**src/rtl/spi_cmd_pkg.sv**
```systemverilog
// Shared types and constants for the SPI command queue.
// SPI_CMD_QUEUE_INIT_EN adds the INIT state that plays INIT_TABLE after reset.
package spi_cmd_pkg;

  localparam int DEFAULT_WIDTH = 16;

`ifdef SPI_CMD_QUEUE_INIT_EN
  typedef enum logic [2:0] {
    ST_IDLE,
    ST_ISSUE,
    ST_WAIT,
    ST_GAP,
    ST_INIT
  } state_t;
`else
  typedef enum logic [2:0] {
    ST_IDLE,
    ST_ISSUE,
    ST_WAIT,
    ST_GAP
  } state_t;
`endif

  // Bring-up words sent to the device before any user traffic.
  localparam int INIT_LEN = 3;
  localparam logic [DEFAULT_WIDTH-1:0] INIT_TABLE [INIT_LEN] = '{
    16'h9F00,
    16'h0601,
    16'h8042
  };

endpackage

```
**src/rtl/spi_cmd_queue_if.sv**
```systemverilog
// Producer write port and SPI transmitter start port of the command queue.
interface spi_cmd_queue_if
  import spi_cmd_pkg::*;
#(
  parameter int WIDTH = DEFAULT_WIDTH,
  parameter int DEPTH = 16
);

  logic [WIDTH-1:0]             wrData;
  logic                         wrValid;
  logic                         wrReady;
  logic [WIDTH-1:0]             spiDin;
  logic                         spiVin;
  logic                         spiBusy;
  logic [$clog2(DEPTH+1)-1:0]   level;
  logic                         idle;

  modport slave (
    input  wrData, wrValid, spiBusy,
    output wrReady, spiDin, spiVin, level, idle
  );

  modport master (
    output wrData, wrValid, spiBusy,
    input  wrReady, spiDin, spiVin, level, idle
  );

endinterface

```
**src/rtl/sync_fifo.sv**
```systemverilog
// Synchronous FIFO with occupancy count; head word is visible on o_data.
module sync_fifo #(
  parameter int WIDTH = 16,
  parameter int DEPTH = 16
) (
  input  logic                       clk,
  input  logic                       rst,
  input  logic                       i_push,
  input  logic                       i_pop,
  input  logic [WIDTH-1:0]           i_data,
  output logic [WIDTH-1:0]           o_data,
  output logic                       o_full,
  output logic                       o_empty,
  output logic [$clog2(DEPTH+1)-1:0] o_level
);

  localparam int AW = $clog2(DEPTH);
  localparam int LW = $clog2(DEPTH+1);

  logic [WIDTH-1:0] r_mem [DEPTH];
  logic [AW-1:0]    r_wrPtr;
  logic [AW-1:0]    r_rdPtr;
  logic [LW-1:0]    r_level;
  logic             w_doPush;
  logic             w_doPop;

  assign w_doPush = i_push && !o_full;
  assign w_doPop  = i_pop && !o_empty;

  // DEPTH is a power of two, so pointer overflow is the wrap.
  always_ff @(posedge clk) begin
    if (rst) begin
      r_wrPtr <= '0;
      r_rdPtr <= '0;
      r_level <= '0;
    end else begin
      if (w_doPush) r_wrPtr <= r_wrPtr + AW'(1);
      if (w_doPop)  r_rdPtr <= r_rdPtr + AW'(1);
      case ({w_doPush, w_doPop})
        2'b10:   r_level <= r_level + LW'(1);
        2'b01:   r_level <= r_level - LW'(1);
        default: r_level <= r_level;
      endcase
    end
  end

  always_ff @(posedge clk) begin
    if (w_doPush) r_mem[r_wrPtr] <= i_data;
  end

  assign o_data  = r_mem[r_rdPtr];
  assign o_full  = (r_level == LW'(DEPTH));
  assign o_empty = (r_level == '0);
  assign o_level = r_level;

endmodule

```
**src/rtl/spi_cmd_queue.sv**
```systemverilog
// Queues command words and paces them into an SPI transmitter with a GAP-cycle pause.
// Optional feature: SPI_CMD_QUEUE_INIT_EN sends INIT_TABLE once after reset.
module spi_cmd_queue
  import spi_cmd_pkg::*;
#(
  parameter int WIDTH = DEFAULT_WIDTH,
  parameter int DEPTH = 16,
  parameter int GAP   = 4
) (
  input logic                clk,
  input logic                rst,
  spi_cmd_queue_if.slave     io_bus
);

  localparam int GW = (GAP > 0) ? $clog2(GAP + 1) : 1;

  state_t           r_state;
  state_t           w_nextState;
  state_t           w_afterFrame;
  logic             w_push;
  logic             w_pop;
  logic             w_full;
  logic             w_empty;
  logic             w_issue;
  logic [WIDTH-1:0] w_head;
  logic [WIDTH-1:0] w_issueData;
  logic [WIDTH-1:0] r_spiDin;
  logic             r_spiVin;
  logic [GW-1:0]    r_gapCnt;

  assign w_push = io_bus.wrValid && !w_full;

  sync_fifo #(
    .WIDTH (WIDTH),
    .DEPTH (DEPTH)
  ) u_fifo (
    .clk     (clk),
    .rst     (rst),
    .i_push  (w_push),
    .i_pop   (w_pop),
    .i_data  (io_bus.wrData),
    .o_data  (w_head),
    .o_full  (w_full),
    .o_empty (w_empty),
    .o_level (io_bus.level)
  );

`ifdef SPI_CMD_QUEUE_INIT_EN
  localparam int     IW          = $clog2(INIT_LEN + 1);
  localparam state_t RESET_STATE = ST_INIT;

  logic [IW-1:0] r_initIdx;
  logic          w_initDone;

  assign w_initDone   = (r_initIdx == IW'(INIT_LEN));
  assign w_afterFrame = w_initDone ? ST_IDLE : ST_INIT;

  always_ff @(posedge clk) begin
    if (rst) begin
      r_initIdx <= '0;
    end else if (w_issue && r_state == ST_INIT) begin
      r_initIdx <= r_initIdx + IW'(1);
    end
  end
`else
  localparam state_t RESET_STATE = ST_IDLE;

  assign w_afterFrame = ST_IDLE;
`endif

  always_ff @(posedge clk) begin
    if (rst) r_state <= RESET_STATE;
    else     r_state <= w_nextState;
  end

  // The strobe is launched on the edge that enters ISSUE, so spi_vin is high during ISSUE.
  always_comb begin
    w_nextState = r_state;
    w_pop       = 1'b0;
    w_issue     = 1'b0;
    w_issueData = w_head;
    case (r_state)
      ST_IDLE: begin
        if (!w_empty && !io_bus.spiBusy) begin
          w_nextState = ST_ISSUE;
          w_pop       = 1'b1;
          w_issue     = 1'b1;
        end
      end
      ST_ISSUE: w_nextState = ST_WAIT;
      ST_WAIT: begin
        if (!io_bus.spiBusy) w_nextState = (GAP > 0) ? ST_GAP : w_afterFrame;
      end
      ST_GAP: begin
        if (r_gapCnt <= GW'(1)) w_nextState = w_afterFrame;
      end
`ifdef SPI_CMD_QUEUE_INIT_EN
      ST_INIT: begin
        if (w_initDone) begin
          w_nextState = ST_IDLE;
        end else if (!io_bus.spiBusy) begin
          w_nextState = ST_ISSUE;
          w_issue     = 1'b1;
          w_issueData = WIDTH'(INIT_TABLE[r_initIdx]);
        end
      end
`endif
      default: w_nextState = ST_IDLE;
    endcase
  end

  always_ff @(posedge clk) begin
    if (rst) begin
      r_gapCnt <= '0;
    end else if (r_state == ST_WAIT && !io_bus.spiBusy) begin
      r_gapCnt <= GW'(GAP);
    end else if (r_state == ST_GAP && r_gapCnt != '0) begin
      r_gapCnt <= r_gapCnt - GW'(1);
    end
  end

  always_ff @(posedge clk) begin
    if (rst) begin
      r_spiVin <= 1'b0;
      r_spiDin <= '0;
    end else begin
      r_spiVin <= w_issue;
      if (w_issue) r_spiDin <= w_issueData;
    end
  end

  assign io_bus.wrReady = !w_full;
  assign io_bus.spiVin  = r_spiVin;
  assign io_bus.spiDin  = r_spiDin;
  assign io_bus.idle    = w_empty && (r_state == ST_IDLE) && !io_bus.spiBusy;

endmodule

```
**src/flat_wrapper.sv**
```systemverilog
// flat-port wrapper written by rule: the top's interface ports become plain ports
module spi_cmd_queue_flat import spi_cmd_pkg::*;
#(
  parameter int WIDTH = DEFAULT_WIDTH,
  parameter int DEPTH = 16,
  parameter int GAP   = 4
)
  (clk, rst, io_bus_wrData, io_bus_wrValid, io_bus_spiBusy, io_bus_wrReady, io_bus_spiDin, io_bus_spiVin, io_bus_level, io_bus_idle);
  spi_cmd_queue_if #(.WIDTH(WIDTH), .DEPTH(DEPTH)) io_bus_i ();
  input logic clk;
  input logic rst;
  input wire logic [$bits(io_bus_i.wrData)-1:0] io_bus_wrData;
  input wire logic [$bits(io_bus_i.wrValid)-1:0] io_bus_wrValid;
  input wire logic [$bits(io_bus_i.spiBusy)-1:0] io_bus_spiBusy;
  output wire logic [$bits(io_bus_i.wrReady)-1:0] io_bus_wrReady;
  output wire logic [$bits(io_bus_i.spiDin)-1:0] io_bus_spiDin;
  output wire logic [$bits(io_bus_i.spiVin)-1:0] io_bus_spiVin;
  output wire logic [$bits(io_bus_i.level)-1:0] io_bus_level;
  output wire logic [$bits(io_bus_i.idle)-1:0] io_bus_idle;
  assign io_bus_i.wrData = io_bus_wrData;
  assign io_bus_i.wrValid = io_bus_wrValid;
  assign io_bus_i.spiBusy = io_bus_spiBusy;
  assign io_bus_wrReady = io_bus_i.wrReady;
  assign io_bus_spiDin = io_bus_i.spiDin;
  assign io_bus_spiVin = io_bus_i.spiVin;
  assign io_bus_level = io_bus_i.level;
  assign io_bus_idle = io_bus_i.idle;
  spi_cmd_queue #(.WIDTH(WIDTH), .DEPTH(DEPTH), .GAP(GAP)) u_core (.clk(clk), .rst(rst), .io_bus(io_bus_i));
endmodule
```
**config.mk**
```make
export PLATFORM = sky130hd
export DESIGN_NAME = spi_cmd_queue_flat
export DESIGN_NICKNAME = d
export VERILOG_FILES = /design/src/rtl/spi_cmd_pkg.sv /design/src/rtl/spi_cmd_queue_if.sv /design/src/rtl/sync_fifo.sv /design/src/rtl/spi_cmd_queue.sv /design/src/flat_wrapper.sv
export SDC_FILE = /design/constraint.sdc
export NUM_CORES = 1
export LEC_CHECK = 0
export BUFFER_PORTS_ARGS = -buffer_cell sky130_fd_sc_hd__clkbuf_2
export CAP_MARGIN = 15
export CELL_PAD_IN_SITES_DETAIL_PLACEMENT = 2
export CELL_PAD_IN_SITES_GLOBAL_PLACEMENT = 2
export CORE_AREA = 10 10 238 184
export DETAILED_ROUTE_END_ITERATION = 10
export DIE_AREA = 0 0 248 194
export PLACE_DENSITY_LB_ADDON = 0.08
export SKIP_CTS_REPAIR_TIMING = 1
export SLEW_MARGIN = 20
export SYNTH_ARGS = -nofsm -noshare
export SYNTH_HDL_FRONTEND = slang
export SYNTH_HIERARCHICAL = 1
export SYNTH_SLANG_ARGS = --single-unit
```
**constraint.sdc**
```tcl
create_clock -name clk -period 8.9 [get_ports clk]
set_clock_uncertainty 0.1 [all_clocks]
set_input_delay 1.78 -clock clk [delete_from_list [all_inputs] [get_ports clk]]
set_output_delay 1.78 -clock clk [all_outputs]
set_load 0.005 [all_outputs]
```
After elaboration in Yosys (flattened, before gate mapping)
Memory sizes are Yosys's and may differ from the RTL's. A register that Yosys moved wholly into a read port is not among the register bits.
Cells that the tools add are included.
W data, S select, Z words.
Storage, ports and cells
  memories kept: 1
  word-level logic and storage cells: 52
  bits in writable memories: 256
  bits of input ports: 20
  output and inout bits: 24
  register bits after elaboration: 20
Cells by class
  reductions and logical operators: 18
  muxes and demuxes: 11
  equality and inequality tests: 9
  add/sub/neg operators: 5
  order comparisons: 1
Memories
  u_core.u_fifo.r_mem: words 16, bits a word 16, rd ports 1, clocked after Yosys merged registers in 1, write ports 1, line sync_fifo.sv:20  | logic [WIDTH-1:0] r_mem [DEPTH];
Operators with widths (number)
  $mux W3: 5
  $pmux W3 S4: 1
  $pmux W5 S2: 1
  $add A4 B1 Y4 const B: 2
  $logic_and A1 B1 Y1: 8
  $eq A3 B2 Y1 const B: 2
  $add A5 B1 Y5 const B: 1
  $eq A5 B5 Y1 const B: 1
  $logic_not A5 Y1: 1
  $sub A5 B1 Y5 const B: 1
  $mux W1: 4
  $ne A2 B1 Y1 const B: 2
  $reduce_bool A2 Y1: 2
  $eq A3 B1 Y1 const B: 1
  $le A3 B1 Y1 const B: 1
  $logic_not A1 Y1: 3
  $logic_not A3 Y1: 1
  $reduce_and A3 Y1: 1
  $reduce_bool A3 Y1: 1
  $sub A3 B1 Y3 const B: 1
  $eq A2 B1 Y1 const B: 1
  $eq A2 B2 Y1 const B: 1
  $ne A2 B2 Y1 const B: 1
  $reduce_or A2 Y1: 1

Logic depth before layout (Yosys ltp)
Gate-level depths: netlist (run 1).
  word-level depth: 8
  mapped depth: 18
  mapped depth without buffers: 13

Cells and area by module
Netlist (run 1), hierarchy kept.
Modules (own cells, without submodules)
  sync_fifo: area an instance 10597.7 µm², sequential area each 8027.7 µm², instances 1, cells each 519
  spi_cmd_queue: area an instance 991.0 µm², sequential area each 440.4 µm², instances 1, cells each 112

Least setup slack after synthesis (run 1)
No wires, ideal clock.
  path kind: input to register
  start: input io_bus_spiBusy
  end: register u_core.u_fifo.r_level[4], in the netlist u_core/u_fifo/o_level[4]
  slack: 4.498 ns
  setup time: 0.121 ns
  required time: 8.679 ns
  arrival time: 4.181 ns
  cell stages on the path: 14
  buffers on the path: 3
  cell sequence: or3b_1 > buf_6 > clkinv_4 > buf_12 > o21ai_4 > inv_1 > ha_1 > clkbuf_1 > xor2_1 > ha_1 > inv_1 > a21o_1 > a221oi_1 > mux2_2
On the way
  longest elaborated chain between the ends: 7
  elaborated cells on any way between the ends: 9
  those cells by class: 2 x eq/ne; 3 x mux; 4 x reduce/logical
Ends and longest elaborated chain
  from (decl): line flat_wrapper.sv:14  | input wire logic [$bits(io_bus_i.spiBusy)-1:0] io_bus_spiBusy;
  $logic_not A1 Y1 *: line spi_cmd_queue.sv:84  | if (!w_empty && !io_bus.spiBusy) begin
  $logic_and A1 B1 Y1 *: line spi_cmd_queue.sv:84
  $mux W1 * (2 in series)
  named net u_core.w_issue: line spi_cmd_queue.sv:24  | logic w_issue;
  $logic_and A1 B1 Y1 *: line sync_fifo.sv:28  | assign w_doPop = i_pop && !o_empty;
  named net u_core.u_fifo.w_doPop: line sync_fifo.sv:25  | logic w_doPop;
  $eq A2 B1 Y1 or $eq A2 B2 Y1 (tied branches): line sync_fifo.sv:39  | case ({w_doPush, w_doPop})
  $pmux W5 S2 or $reduce_bool A2 Y1 (tied branches)
  to (signal assigned): line sync_fifo.sv:40  | 2'b10: r_level <= r_level + LW'(1);
  to (signal assigned): line sync_fifo.sv:41  | 2'b01: r_level <= r_level - LW'(1);
  to (signal assigned): line sync_fifo.sv:42  | default: r_level <= r_level;
  to (decl): line sync_fifo.sv:23  | logic [LW-1:0] r_level;
Mark *: on every way through the listed nets, which the timed path passes. The rest lies on a longest branch.
A chain may end at the register's enable or synchronous reset.

Worst setup path in the final report (run 1)
  start: input io_bus_spiBusy
  end: register u_core.u_fifo.r_level[4], in the netlist u_core/u_fifo/o_level[4]
On the way
  longest elaborated chain between the ends: 7
  elaborated cells on any way between the ends: 9
  those cells by class: 2 x eq/ne; 3 x mux; 4 x reduce/logical
Ends and longest elaborated chain
  $logic_not A1 Y1 *: line spi_cmd_queue.sv:84
  $logic_and A1 B1 Y1 *: line spi_cmd_queue.sv:84
  $mux W1 *: line spi_cmd_queue.sv:84
  $mux W1 *: line spi_cmd_queue.sv:82  | case (r_state)
  $logic_and A1 B1 Y1 *: line sync_fifo.sv:28
  named net u_core.u_fifo.w_doPop: line sync_fifo.sv:25
  $eq A2 B1 Y1 or $eq A2 B2 Y1 (tied branches): line sync_fifo.sv:39
  $pmux W5 S2 or $reduce_bool A2 Y1 (tied branches)
Marked as above.

==> results of run 1 <==
## report_power, final
| part | internal (mW) | total, mW | switching [mW] |
|---|---|---|---|
| registers | 1.57 | 1.64 | 0.0660 |
| clock network | 0.759 | 1.30 | 0.545 |
| logic | 0.240 | 0.546 | 0.306 |
## metal layers
layer / vias up / GRT usage / share of wire
met1: 3219 / 0.177 / 0.47
met5: - / 0 / 0
li1: 2626 / - / -
met2: 91 / 0.207 / 0.47
met4: 0 / 0.0375 / 0.024
met3: 51 / 0.0218 / 0.032
## Yosys cell counts, drive strengths merged (2+ instances only)
library cell and number:
o211ai 4, and3b 2, a22oi 32, mux4 64, o21a 4, mux2i 3, nor2b 4, nor3 7
or4 2, clkbuf 20, nand2 55, o21ai 4, ha 14, o31ai 2, xnor2 2, nand2b 3
or3b 2, a21oi 19, dfxtp 39, and3 3, nor2 38, buf 15, inv 13, xor2 7
edfxtp 256
## final cells by class
cell class                 instances  area share
multi-input combinational        287       0.218
inverter                          14     0.00426
clock buffer                      44      0.0680
timing repair buffer              64      0.0276
sequential                       295       0.627
clock inverter                    17     0.00805
tap                              520      0.0481
## cells by family after synthesis
logic type	after synthesis
xor+xnor	9
buf+inv	49
flops	295
simple gates	122
fa+ha+maj	14
compound gates	74
mux	68
## sequential cells by signal, summed over array words and instances, names as in the netlist, named ones only
signal and count:
u_core/io_bus.spiDin 16, u_core/io_bus.spiVin 1, u_core/r_gapCnt 3, u_core/r_state 2, u_core/u_fifo/o_level 5, u_core/u_fifo/r_mem 256, u_core/u_fifo/r_rdPtr 4, u_core/u_fifo/r_wrPtr 4
## metrics by stage
step | util | cells
after global routing | 0.347 | 1241
after floorplan | - | 631
after global placement | 0.320 | 1180
final | 0.347 | 1241
after CTS | 0.347 | 1241
after detailed placement | 0.320 | 1180
## worst paths after layout
check | start | end | slack (ns) | depth (start not counted)
setup / recovery | io_bus_spiBusy | u_core/u_fifo/o_level[4]$_SDFFE_PP0P_ | 4.59 | 13
hold / removal | u_core/io_bus.spiDin[0]$_SDFFE_PP0P_ | u_core/io_bus.spiDin[0]$_SDFFE_PP0P_ | 0.36 | 2
setup reg to reg | u_core/u_fifo/o_level[1]$_SDFFE_PP0P_ | u_core/u_fifo/o_level[4]$_SDFFE_PP0P_ | 4.79 | 14
hold reg to reg | u_core/io_bus.spiDin[0]$_SDFFE_PP0P_ | u_core/io_bus.spiDin[0]$_SDFFE_PP0P_ | 0.36 | 2
## critical path, delay by kind of cell
kind | cells | cell delay (ns)
compound gates | 3 | 0.59
simple gates | 1 | 0.37
mux | 1 | 0.37
buf+inv | 5 | 0.75
fa+ha+maj | 2 | 0.54
xor+xnor | 1 | 0.18
==> flow_metrics.env, run 1 <==
export IMPL_arrival_ns=4.61
export IMPL_multi_input_area_mm2=0.00294
export IMPL_p_leak_nw=4.37
export IMPL_cts_buffers=34
export IMPL_area_growth_pct=16.7
export IMPL_fin_ws_ns=4.59
export IMPL_cts_clk_slew_worst_paths_ns=0.06
export IMPL_portBuffers=43
export IMPL_ir_worst_vdd_uv=111
export IMPL_worstPathRequired_ns=9.20
export IMPL_seq_area_frac_synth=0.731
export IMPL_maxSlewViolCount=0
export IMPL_fin_crit_sh=0.484
export IMPL_p_per_area_mw_per_mm2=258
export IMPL_synth_edf_count=256
export IMPL_drt_first_pass_iters=4
export IMPL_grt_overflow=0
export IMPL_viasPerCell=4.82
export IMPL_placed_cell_area_mm2=0.0125
export IMPL_synth_compound_gate_area_share=0.0506
export IMPL_layout_min_cycle_time_ns=4.31
export IMPL_dp_hpwl_um=18100
export IMPL_cp_cell_sequence="clkbuf_2 > or3b_1 > buf_4 > clkinv_4 > o21ai_4 > inv_1 > ha_1 > xor2_1 > ha_1 > inv_1 > a21o_1 > a221oi_1 > mux2_2"
export IMPL_startpoint_type="primary input"
export IMPL_drc=0
export IMPL_status="finished clean"
export IMPL_min_path_type="reg -> reg"
export IMPL_gp_congestion=0.688
export IMPL_async_reset_ff_frac=0
export IMPL_synth_area_mm2=0.0116
export IMPL_final_cell_mix="edfxtp_1 (256), mux4_2 (64), nand2_1 (52), clkbuf_2 (43), dfxtp_1 (37)"
export IMPL_antenna_found_initial=0
export IMPL_synthAdderAreaFrac=0.0151
export IMPL_die_area_mm2=0.0481
export IMPL_synth_largest_area_cell="edfxtp_1"
export IMPL_track_usage=0.129
export IMPL_clock_path_buffers=3
export IMPL_io_pins=44
export IMPL_critPathMaxFanout=21
export IMPL_ys_ff_latch=295
export IMPL_layout_commonest_cell="edfxtp_1"
export IMPL_syn_area_per_cell_um2=18.4
export IMPL_yosys_warnings=6
export IMPL_grt_pass1_wl_um=46000
export IMPL_pre_cts_slack_ns=4.03
export IMPL_nFillCells=3862
export IMPL_yosysTopAreaCellShare=0.663
export IMPL_vias=5987
export IMPL_cp_end_kind="flop"
export IMPL_cap_violations=0
export IMPL_insertion_delay_ns=0.51
export IMPL_max_freq_mhz=232
export IMPL_layout_nets=730
export IMPL_critPathKind="in -> reg"
export IMPL_final_layout_size_suffix_gt1_frac=0.302
export IMPL_synthXorXnorAreaFrac=0.00680
export IMPL_wire_per_inst_um=24.4
export IMPL_syn_num_nets=665
export IMPL_synthSimpleGateAreaFrac=0.0482
export IMPL_synthDistinctLibCells=54
export IMPL_cp_slowest_cell="or3b_1"
export IMPL_cts_root_buf="clkbuf_16"
export IMPL_clock_sinks=295
export IMPL_critical_path_max_stage_delay_ns=0.37
export IMPL_synthCells=631
export IMPL_htree_levels=2
export IMPL_fp_dieW_um=248
export IMPL_diodes=0
export IMPL_synthTopCellsByArea="edfxtp_1 (66%), mux4_2 (12%), dfxtp_1 (6.7%)"
export IMPL_core_rowCount=63
export IMPL_synthMuxAreaShare=0.128
export IMPL_rsz0062_at_grt="false"
export IMPL_setup_viol_count_final=0
export IMPL_dominantRegCellSynth="edfxtp_1"
export IMPL_ant_nets=0
export IMPL_initial_core_util=0.297
export IMPL_synth_top_family_by_area="multiplexers"
export IMPL_maxSlewHeadroom=0.248
export IMPL_setup_tns_ns=0
export IMPL_power_mw=3.48
export IMPL_grt_max_degree=65
export IMPL_whs_ns=0.363
export IMPL_regArea_mm2=0.00847
export IMPL_drt_wl_total_um=30300
export IMPL_drt_iter0_markers=324
export IMPL_die_h_um=194
export IMPL_timing_hold_violations_final=0
export IMPL_cts_tree="done"
export IMPL_core_area_mm2=0.0390
export IMPL_design_area_mm2=0.0135
export IMPL_grt_pass1_vias=6802
export IMPL_worst_pin_slew_ns=1.13
Note: power is estimated with default switching activity, not from simulation.
==> run 2: changes to the inputs <==
Settings changed: ABC_AREA set to 1, CORE_AREA 10 10 238 184 to 10 10 244 188, DIE_AREA 0 0 248 194 to 0 0 254 198.
Clock period 8.9 ns to 3.99 ns, I/O delays scaled along.
==> run 2 against run 1 <==
  * Sequential power up 130%
  * Critical path type is now reg -> reg
  * Critical endpoint unchanged
  * Highest routed layer unchanged
  * Sequential share of layout area down 2.6 points
  * Via count up 27%
  * Largest cell class unchanged
  * Flip-flop and latch count unchanged
  * Synthesized cell count up 49%
==> flow_metrics.env, run 2 <==
export IMPL_status="finished clean"
export IMPL_placed_cell_area_mm2=0.0130
export IMPL_grt_pass1_vias=8210
export IMPL_clock_sinks=295
export IMPL_crit_end="u_core/u_fifo/o_level[4]$_SDFFE_PP0P_"
export IMPL_grt_max_degree=65
export IMPL_layout_commonest_cell="edfxtp_1"
export IMPL_maxSlewViolCount=0
export IMPL_r2r_start="u_core/u_fifo/o_level[2]$_SDFFE_PP0P_"
export IMPL_combPwrFrac=0.267
export IMPL_max_freq_mhz=347
export IMPL_ys_ff_latch=295
export IMPL_ant_nets=0
export IMPL_worstPathRequired_ns=4.29
export IMPL_layout_min_cycle_time_ns=2.88
export IMPL_yosys_top_cells_count="edfxtp_1 (256), inv_1 (98), o21ai_0 (88), a21oi_1 (69)"
export IMPL_synthDistinctLibCells=38
export IMPL_cp_end_kind="flop"
export IMPL_drt_wl_total_um=36000
export IMPL_p_per_area_mw_per_mm2=655
export IMPL_ir_worst_vdd_uv=354
export IMPL_top_register="u_core/u_fifo/r_mem"
export IMPL_fin_crit_sh=0.723
export IMPL_die_area_mm2=0.0503
export IMPL_rr_worst_depth=16
export IMPL_drt_iter0_markers=372
export IMPL_synth_edf_count=256
export IMPL_design_area_mm2=0.0141
export IMPL_crit_path_start="u_core/u_fifo/o_level[2]$_SDFFE_PP0P_"
export IMPL_vias=7574
export IMPL_final_layout_size_suffix_gt1_frac=0.156
export IMPL_grt_overflow=0
export IMPL_timing_hold_violations_final=0
export IMPL_arrival_ns=3.19
export IMPL_critPathMaxFanout=18
export IMPL_portBuffers=43
export IMPL_regToRegSetupSlack_ns=1.11
export IMPL_seq_area_frac_synth=0.694
export IMPL_drc=0
export IMPL_synth_area_mm2=0.0122
export IMPL_dp_hpwl_um=22700
export IMPL_gp_congestion=0.728
export IMPL_yosysTopAreaCellShare=0.630
export IMPL_die_h_um=198
export IMPL_layout_nets=1029
export IMPL_cts_tree="done"
export IMPL_final_cell_mix="edfxtp_1 (256), inv_1 (98), o21ai_0 (88), a21oi_1 (69)"
export IMPL_worst_pin_slew_ns=1.05
export IMPL_p_switching_mw=3.09
export IMPL_htree_levels=2
export IMPL_maxSlewHeadroom=0.298
export IMPL_synthTopCellsByArea="edfxtp_1 (63%), dfxtp_1 (6.4%), mux2i_1 (5.2%)"
export IMPL_dominantRegCellSynth="edfxtp_1"
export IMPL_async_reset_ff_frac=0
export IMPL_seqPwrFrac=0.406
export IMPL_drt_first_pass_iters=4
export IMPL_clock_path_buffers=3
export IMPL_viasPerCell=4.87
export IMPL_core_rowCount=65
export IMPL_area_growth_pct=15.6
export IMPL_clock_power_share=0.327
export IMPL_cts_buffers=35
export IMPL_power_mw=9.24
export IMPL_setup_tns_ns=0
export IMPL_cap_violations=0
export IMPL_synth_largest_area_cell="edfxtp_1"
export IMPL_r2r_end="u_core/u_fifo/o_level[4]$_SDFFE_PP0P_"
export IMPL_syn_area_per_cell_um2=13.0
export IMPL_cts_root_buf="clkbuf_16"
export IMPL_grt_pass1_wl_um=54500
export IMPL_startpoint_type="flop"
export IMPL_synth_most_common_cell="edfxtp_1"
export IMPL_critPathKind="reg -> reg"
export IMPL_setup_viol_count_final=0
export IMPL_largest_reg_flops=256
export IMPL_syn_num_nets=972
export IMPL_sw_frac_of_total=0.334
export IMPL_track_usage=0.145
export IMPL_fp_dieW_um=254
export IMPL_cts_clk_slew_worst_paths_ns=0.06
export IMPL_min_path_type="reg -> reg"
export IMPL_internal_power_mw=6.15
export IMPL_p_leak_nw=4.89
export IMPL_yosys_warnings=6
export IMPL_antenna_found_initial=2
export IMPL_rsz0062_at_grt="false"
export IMPL_nFillCells=4297
export IMPL_io_pins=44
export IMPL_synthCells=938
export IMPL_core_area_mm2=0.0413
export IMPL_initial_core_util=0.295
export IMPL_insertion_delay_ns=0.51
export IMPL_wire_per_inst_um=23.1
[run 2: changes by cell type in the layout (fill, tap and decap cells not counted), moves of 32 or more]
cell	change
inv_1	+85
o211ai_1	+63
mux4_2	-64
a22oi_1	-32
mux2i_1	+61
a21oi_1	+59
o21ai_0	+85
[run 2: power by group through the flow]
stage / sequential, mW / clock [mW] / combinational [mW]
global placement: 3.81 / 0 / 2.53
detailed placement: 3.82 / 0 / 2.54
floorplan: 3.76 / 0 / 1.70
global route: 3.79 / 3.25 / 2.81
CTS: 3.76 / 3.13 / 2.56
finish: 3.75 / 3.02 / 2.47
[run 2: cell families (layout without fill, tap and decap cells)]
family	Yosys count	after routing	share of synthesized area
adders and majority gates	14	14	0.0144
DFF	295	295	0.694
other	0	2	0
buffers and inverters	152	232	0.0574
xor gates and xnor gates	5	5	0.00359
and+or+nand+nor	166	166	0.0641
AOI/OAI and AO/OA	242	242	0.114
muxes	64	64	0.0525
[run 2: stage by stage]
step / setup WS [ns] / util / hold WS, ns / std cells
global route: 0.823 / 0.341 / 0.446 / 1554
detailed placement: 1.00 / 0.316 / 0.398 / 1494
CTS: 1.07 / 0.341 / 0.416 / 1554
finish: 1.11 / 0.342 / 0.409 / 1556
floorplan: 1.44 / - / 0.356 / 938
global placement: 1.00 / 0.316 / 0.388 / 1494
[run 2: how the worst min path moves through the flow]
stage                                          start                               endpoint  slack (ns)  depth (start not counted)
3_5_place_dp   u_core/io_bus.spiDin[11]$_SDFFE_PP0P_  u_core/io_bus.spiDin[11]$_SDFFE_PP0P_        0.40                          2
3_3_place_gp    u_core/io_bus.spiDin[8]$_SDFFE_PP0P_   u_core/io_bus.spiDin[8]$_SDFFE_PP0P_        0.39                          2
5_1_grt        u_core/io_bus.spiDin[15]$_SDFFE_PP0P_  u_core/io_bus.spiDin[15]$_SDFFE_PP0P_        0.45                          2
6_report             u_core/r_gapCnt[2]$_SDFFE_PP0P_        u_core/r_gapCnt[2]$_SDFFE_PP0P_        0.41                          2
2_1_floorplan        u_core/r_gapCnt[2]$_SDFFE_PP0P_        u_core/r_gapCnt[2]$_SDFFE_PP0P_        0.36                          2
4_1_cts        u_core/io_bus.spiDin[11]$_SDFFE_PP0P_  u_core/io_bus.spiDin[11]$_SDFFE_PP0P_        0.42                          2
[run 2: cell type report]
type                       count  area [um2]  share of cell area
sequential                   295        8470               0.601
multi-input combinational    491        3070               0.218
clock buffer                  49        1010              0.0717
tap                          536         671              0.0475
timing repair buffer          69         435              0.0309
inverter                     103         392              0.0278
clock inverter                11        47.5             0.00337
antenna                        2        5.00            0.000355
[run 2: critical path, cell delays in order (launching register included)]
cell and delay [ns]:
dfxtp_1 0.46, nor2_2 0.09, nand3_2 0.19, inv_1 0.18, nor2_8 0.33, nand2_4 0.15, inv_4 0.12, ha_1 0.27
xor2_1 0.23, ha_1 0.17, inv_1 0.04, nand2_1 0.09, nand2_1 0.09, nand3_1 0.09, nand3_1 0.08, nand2_1 0.06
inv_1 0.03
[run 2: routing by layer]
| metal | share of wire | vias up | track usage |
|---|---|---|---|
| met3 | 0.034 | 44 | 0.0231 |
| met1 | 0.50 | 3933 | 0.211 |
| li1 | - | 3508 | - |
| met5 | 0 | - | 0 |
| met4 | 0.020 | 0 | 0.0352 |
| met2 | 0.45 | 89 | 0.222 |
